--- src/rtl/usb_rx_packer.sv ---
`default_nettype none
// ============================================================================
// Module      : usb_rx_packer
// Description : Reads bytes from an async USB FIFO with a timed active-low
//               rd strobe and packs them little-endian into words queued in
//               a small output FIFO.
// Revision    : 1.0 - initial release
// ============================================================================
module usb_rx_packer #(
    parameter int WORD_BYTES = 2,
    parameter int DEPTH      = 4,
    parameter int RD_WAIT    = 2,
    parameter int RD_RECOVER = 1
) (
    input  logic                      clock,
    input  logic                      reset,
    input  logic [7:0]                data,
    input  logic                      rxf,
    output logic                      rd,
    input  logic                      hold,
    input  logic                      flush,
    output logic [8*WORD_BYTES-1:0]   out_word,
    output logic                      out_valid,
    input  logic                      out_ready,
    output logic [$clog2(DEPTH):0]    fill,
    output logic [8*WORD_BYTES-1:0]   last_word,
    output logic [1:0]                state
);

    localparam int c_W       = 8 * WORD_BYTES;
    localparam int c_IDX_W   = (WORD_BYTES > 1) ? $clog2(WORD_BYTES) : 1;
    localparam int c_PTR_W   = $clog2(DEPTH);
    localparam int c_CNT_MAX = (RD_WAIT > RD_RECOVER) ? RD_WAIT : RD_RECOVER;
    localparam int c_CNT_W   = $clog2(c_CNT_MAX + 1);

    localparam logic [1:0] c_IDLE    = 2'd0;
    localparam logic [1:0] c_RD_LOW  = 2'd1;
    localparam logic [1:0] c_RD_HIGH = 2'd2;

    localparam logic [c_IDX_W-1:0] c_LAST_IDX  = c_IDX_W'(WORD_BYTES - 1);
    localparam logic [c_CNT_W-1:0] c_WAIT_LAST = c_CNT_W'(RD_WAIT - 1);
    localparam logic [c_CNT_W-1:0] c_REC_LAST  = c_CNT_W'(RD_RECOVER - 1);
    localparam logic [c_PTR_W:0]   c_DEPTH     = (c_PTR_W + 1)'(DEPTH);

    logic [1:0]         r_state;
    logic               r_rd;
    logic [c_CNT_W-1:0] r_cnt;
    logic [c_IDX_W-1:0] r_byte_idx;
    logic [c_W-1:0]     r_asm;
    logic [c_W-1:0]     r_last;
    logic [c_W-1:0]     r_mem [DEPTH];
    logic [c_PTR_W-1:0] r_wr_ptr;
    logic [c_PTR_W-1:0] r_rd_ptr;
    logic [c_PTR_W:0]   r_fill;

    logic               w_start;
    logic               w_latch;
    logic               w_push;
    logic               w_pop;
    logic [c_W-1:0]     w_word;

    assign w_start = (r_state == c_IDLE) && !rxf && !hold && (r_fill < c_DEPTH);
    assign w_latch = (r_state == c_RD_LOW) && (r_cnt == c_WAIT_LAST);
    // A byte landing together with flush is dropped, so it can never complete a word.
    assign w_push  = w_latch && !flush && (r_byte_idx == c_LAST_IDX);
    assign w_pop   = (r_fill != '0) && out_ready;

    always_comb begin
        w_word              = r_asm;
        w_word[c_W-8 +: 8]  = data;
    end

    always_ff @(posedge clock) begin
        if (reset) begin
            r_state <= c_IDLE;
            r_rd    <= 1'b1;
            r_cnt   <= '0;
        end else begin
            case (r_state)
                c_IDLE: begin
                    if (w_start) begin
                        r_state <= c_RD_LOW;
                        r_rd    <= 1'b0;
                        r_cnt   <= '0;
                    end
                end
                c_RD_LOW: begin
                    if (r_cnt == c_WAIT_LAST) begin
                        r_state <= c_RD_HIGH;
                        r_rd    <= 1'b1;
                        r_cnt   <= '0;
                    end else begin
                        r_cnt <= r_cnt + 1'b1;
                    end
                end
                c_RD_HIGH: begin
                    if (r_cnt == c_REC_LAST) begin
                        r_state <= c_IDLE;
                    end else begin
                        r_cnt <= r_cnt + 1'b1;
                    end
                end
                default: begin
                    r_state <= c_IDLE;
                    r_rd    <= 1'b1;
                    r_cnt   <= '0;
                end
            endcase
        end
    end

    always_ff @(posedge clock) begin
        if (reset) begin
            r_byte_idx <= '0;
            r_asm      <= '0;
            r_last     <= '0;
        end else if (flush) begin
            r_byte_idx <= '0;
        end else if (w_latch) begin
            r_asm[{r_byte_idx, 3'b000} +: 8] <= data;
            if (r_byte_idx == c_LAST_IDX) begin
                r_byte_idx <= '0;
                r_last     <= w_word;
            end else begin
                r_byte_idx <= r_byte_idx + 1'b1;
            end
        end
    end

    // Pointers wrap naturally because DEPTH is a power of two.
    always_ff @(posedge clock) begin
        if (reset) begin
            r_wr_ptr <= '0;
            r_rd_ptr <= '0;
            r_fill   <= '0;
            for (int i = 0; i < DEPTH; i++) begin
                r_mem[i] <= '0;
            end
        end else begin
            if (w_push) begin
                r_mem[r_wr_ptr] <= w_word;
                r_wr_ptr        <= r_wr_ptr + 1'b1;
            end
            if (w_pop) begin
                r_rd_ptr <= r_rd_ptr + 1'b1;
            end
            case ({w_push, w_pop})
                2'b10:   r_fill <= r_fill + 1'b1;
                2'b01:   r_fill <= r_fill - 1'b1;
                default: ;
            endcase
        end
    end

    assign rd        = r_rd;
    assign state     = r_state;
    assign out_word  = r_mem[r_rd_ptr];
    assign out_valid = (r_fill != '0);
    assign fill      = r_fill;
    assign last_word = r_last;

endmodule
`default_nettype wire

--- config.mk ---
export PLATFORM = sky130hd
export DESIGN_NAME = usb_rx_packer
export DESIGN_NICKNAME = d
export VERILOG_FILES = /design/src/rtl/usb_rx_packer.sv
export SDC_FILE = /design/constraint.sdc
export NUM_CORES = 1
export LEC_CHECK = 0
export CAP_MARGIN = 10
export CORE_MARGIN = 3
export CORE_UTILIZATION = 55
export CTS_CLUSTER_SIZE = 40
export DETAILED_ROUTE_END_ITERATION = 8
export PLACE_DENSITY = 0.88
export SETUP_SLACK_MARGIN = 0.4
export SKIP_LAST_GASP = 1
export SLEW_MARGIN = 20
export SYNTH_ARGS = -nofsm -noshare
export SYNTH_HDL_FRONTEND = slang
export SYNTH_SLANG_ARGS = --single-unit
export TNS_END_PERCENT = 1
--- constraint.sdc ---
create_clock -name clock -period 2.7 [get_ports clock]
set_input_delay 0.81 -clock clock [delete_from_list [all_inputs] [get_ports clock]]
set_output_delay 0.81 -clock clock [all_outputs]
set_load 0.01 [all_outputs]
## Word level (Yosys, flattened, before mapping)

Memory sizes are Yosys's and may differ from the RTL's. A register that Yosys moved wholly into a read port is not among the register bits.
Cells that the tools add are included.

| word-level totals | value |
|---|---|
| register bits after elaboration | 45 |
| memory bits (writable) | 64 |
| bits of input ports | 14 |
| output and inout bits | 39 |
| memories | 1 |

Memories:

| memory | words | bits a word | rd ports | clocked after memory_dff | wr ports | line | text |
|---|---|---|---|---|---|---|---|
| r_mem | 4 | 16 | 1 | 1 | 4 | 51 | `logic [c_W-1:0] r_mem [DEPTH];` |

| cells by class | value |
|---|---|
| $add $sub $neg | 7 |
| $lt $le $gt $ge | 1 |
| eq/ne operators | 9 |
| shifts and indexed selects | 2 |
| mux-type cells | 24 |
| bitwise gates (word level) | 2 |
| reduce and logical (&&, ||, !) cells | 21 |

Operators with widths:

| operator | number |
|---|---|
| 2-bit two-way mux | 9 |
| 16-bit bitwise mux | 1 |
| 16-bit two-way mux | 1 |
| 16-bit OR reduction | 1 |
| 8-bit by 6-bit variable shift with 16-bit output, first input constant | 1 |
| 8-bit by 6-bit variable part select with 16-bit output | 1 |
| 2-bit one-hot mux with 3 select lines | 2 |
| 1-bit two-way mux | 9 |
| 3-bit AND reduction | 3 |
| 1-bit logical AND | 7 |
| 2-bit by 1-bit adder with 2-bit output, second input constant | 3 |
| 2-bit by 1-bit equality test with 1-bit output, second input constant | 3 |
| 2-bit != test, second input constant | 3 |
| 4-bit negation with 6-bit output | 1 |
| 3-bit one-hot mux with 2 select lines | 1 |
| 2-bit equality test, second input constant | 2 |
| 2-bit zero test | 2 |
| 2-bit AND reduction | 2 |
| 3-bit by 1-bit adder with 3-bit output, second input constant | 1 |
| 1-bit zero test | 3 |
| 3-bit less-than comparator, second input constant | 1 |
| 1-bit one-hot mux with 3 select lines | 1 |
| 3-bit nonzero test | 1 |
| 3-bit by 1-bit subtractor with 3-bit output, second input constant | 1 |
| 5 further kinds | 6 |

## Logic depth before layout (Yosys ltp)

Gate-level depths: netlist of run 1.

| logic depth | value |
|---|---|
| depth after elaboration | 9 |
| gate-level depth with buffers | 10 |
| mapped depth without buffers | 10 |

## Worst setup path after synthesis of run 1

No wires, ideal clock.

| timing | value |
|---|---|
| path kind | input-to-reg |
| start | in flush |
| end | mem r_mem[2][0] (netlist bit), enable pin |
| library setup time | 0.392 ns |
| arrival time | 2.000 ns |
| required time | 2.308 ns |
| slack | 0.307 ns |
| stages on the path | 3 |
| buffers on the path | 0 |
| path through | and4b_4 > inv_2 > o21bai_1 |

RTL lines:

| element | line | text |
|---|---|---|
| from (decl) | 21 | `input logic flush,` |
| to (decl) | 51 |  |

==> results of run 1 <==
[logic make-up (layout without fill, tap and decap cells)]
logic type               after synthesis  in the layout  share of synthesized area
AO/OA/AOI/OAI                         31             31                     0.0549
buffers and inverters                 25             98                     0.0257
XOR/XNOR                               5              5                    0.00990
multiplexers                          28             28                      0.109
flip-flops                           103            103                      0.611
AND/OR/NAND/NOR                      109            109                      0.160
adder cells (fa/ha/maj)               10             10                     0.0300
[power by group through the flow]
stage          sequential [mW]  clock [mW]  combinational [mW]
2_1_floorplan             1.78           0               0.178
3_3_place_gp              1.77           0               0.311
3_5_place_dp              1.78           0               0.319
4_1_cts                   1.74       0.993               0.314
5_1_grt                   1.75        1.06               0.339
6_report                  1.74       0.980               0.313
[final timing paths]
check                startpoint            end  slack, ns
setup / recovery           flop   out_word[15]       0.30
hold / removal    last_word[14]  last_word[14]       0.49
setup reg to reg       r_cnt[1]        fill[2]       0.39
hold reg to reg   last_word[14]  last_word[14]       0.49
[worst max-delay path, delay by kind of cell, from the launching register on]
kind	cells	cell delay [ns]
buffers and inverters	2	0.29
multiplexers	1	0.53
flip-flops	1	0.41
[layer usage]
layer	up-vias	track usage
li1	1257	-
met1	1368	0.289
met2	93	0.378
met3	12	0.0505
met4	0	0.0569
met5	-	0
[layout by cell type (no fill, tap or decap), drive strengths merged, types with 2 or more instances in the layout]
cell,synthesis,layout
dlymetal6s2s,0,2
edfxtp,64,64
o21ai,2,2
nand2,3,3
or3,4,4
o31a,3,3
clkdlybuf4s50,0,33
nor3,4,4
xnor2,2,2
nor4,2,2
mux2i,12,12
buf,9,36
clkinv,0,2
ha,9,9
a22o,17,17
inv,10,12
dfxtp,39,39
mux4,16,16
clkbuf,6,10
a21oi,5,5
nor2b,2,2
xor2,3,3
nand2b,8,8
nor2,17,17
and2,64,64
[final cells by class]
| class | count | share of cell area |
|---|---|---|
| multi-input combinational | 183 | 0.303 |
| inverter | 10 | 0.00742 |
| sequential | 103 | 0.502 |
| tap | 102 | 0.0237 |
| timing repair buffer | 72 | 0.127 |
| clock inverter | 6 | 0.0121 |
| clock buffer | 10 | 0.0255 |
[synthesized netlist by cell type (all sizes together) (2+ instances only)]
library cell,count,area share
nand2b,8,0.011
xor2,3,0.0059
mux4,16,0.081
nor2b,2,0.0028
nand2,3,0.0025
and2,64,0.091
a21oi,5,0.0057
or3,4,0.0057
a22o,17,0.034
o31a,3,0.0059
nor2,17,0.015
clkbuf,6,0.0057
nor4,2,0.0096
ha,9,0.025
nor3,4,0.0071
mux2i,12,0.027
inv,10,0.0085
o21ai,2,0.0023
dfxtp,39,0.18
xnor2,2,0.0040
buf,9,0.012
edfxtp,64,0.43
[what timing repair did]
action | in CTS | in global routing
gates resized for setup | 72 | 8
pin swaps | 1 | 5
cloned | 1 | 0
endpoints found under the setup margin | 27 | 34
hold buffers | 0 | 0
setup buffers | 0 | 1
[registers in the layout, summed over array words and instances (netlist names), named ones only]
signal / count
r_wr_ptr: 2
fill: 3
r_byte_idx: 1
r_rd_ptr: 2
rd: 1
r_cnt: 2
last_word: 16
r_mem: 64
state: 2
r_asm: 8
==> results_dict.tcl, run 1 <==
set metrics [dict create \
    status "finished, final reports clean" \
    cellPowerDensity_nw_per_um2 563 \
    drv_slew 0 \
    cts_tree "yes" \
    dp_slack_ns -0.175 \
    hold_path_class "reg -> reg" \
    syn_inst 311 \
    yosysWarnings 0 \
    regArea_um2 2710 \
    dominantRegCellSynth "edfxtp_1" \
    vias 2730 \
    syn-mean-instance-area_um2 14.2 \
    worst_pin_slew_ns 0.398 \
    cts_num_sinks 103 \
    grt_start_max_net_pins 32 \
    met1Wirelength_mm 4.00 \
    crit_fanout 8 \
    grtUsageTotal 0.222 \
    fin_crit_sh 0.889 \
    cp.required_ns 1.89 \
    worst-r2r-cell-count 10 \
    rsz0062_at_grt "yes" \
    fin_ws_ns 0.299 \
    setup_viol 0 \
    final_cell_area_um2 5390 \
    die_h_um 95.7 \
    viasPerCell 5.62 \
    multi_input_area_um2 1630 \
    drive_above_1_share 0.224 \
    period_minus_slack_ns 2.40 \
    synthArstFlopShare 0 \
    cp_slowest_cell "mux4_2" \
    rows 32 \
    port_buffers 52 \
    wl_met3_um 573 \
    postRouteAntennaNets 0 \
    path_cells "buf_12 > mux4_2 > buf_6" \
    path_class "reg -> out" \
    hpwl_mm 5.92 \
    dieArea_um2 9150 \
    power_switching_uw 712 \
    syn_nets 335 \
    htreeDepth 3 \
    placedCellCount 468 \
    fin_skew_ns 0.0124 \
    sw_frac_of_total 0.234 \
    synth.distinct_cells 38 \
    fillerInstances 542 \
    internal_power_mw 2.32 \
    end_kind "output port" \
    syn_area_um2 4420 \
    fin_nets 403 \
    max-slew-margin-rel 0.732 \
    core_area_um2 7770 \
    first_pass_iters 4 \
    initial_core_util 0.569 \
    max_freq_mhz 416 \
    final.setup.tns_ns 0 \
    cellLeakagePower_nw 1.98 \
    synth_edf_count 64 \
    hold_slack_ns 0.487 \
    instances_no_fill 486 \
    met2_length_mm 4.77 \
    cp.arrival_ns 1.59 \
    hold_depth 1 \
    gp_congestion 0.762 \
    gr-total-overflow 0 \
    cp_slowest_stage_delay_ns 0.53 \
    clkPwrFrac 0.323 \
    ys_ff_latch 103 \
    antenna_cells 0 \
    clkLatencyLatePin_ns 0.36 \
    wl_per_cell_um 19.5 \
    drtIter0Drc 175 \
    postPlaceCellArea_um2 5200 \
    hold_violations 0 \
    maxCapViolCount 0 \
    synth_seq_area_share 0.611 \
    clock_tree.root_cell "clkbuf_8" \
    io_pins 53 \
    p_seq_frac 0.574 \
    totalPowerFinal_mw 3.04 \
    drc 0 \
    dr.max_layer_used "met4" \
    peakVddDrop_uv 262 \
    wl_mm 9.46 \
    path_clk_slew_ns 0.10 \
    combPwrFrac 0.103 \
    area_growth_pct 21.9 \
    crit_path_start_kind "flop" \
    fin_util 0.694 \
    die_width_um 95.7 \
    antenna_found_initial 0 \
    cts_inserted_buffers 9 \
    ctsLongestPathBuffers 2 \
    grt_pass1_vias 2939 \
    grt_first_pass_wirelength_mm 15.1 \
]
Power figures use the tool's default switching activity.
==> inputs of run 2 (changes only) <==
- CAP_MARGIN: 10 -> 20
==> results of run 2 <==
Final layout, timing and power as in run 1 (identical DEF).
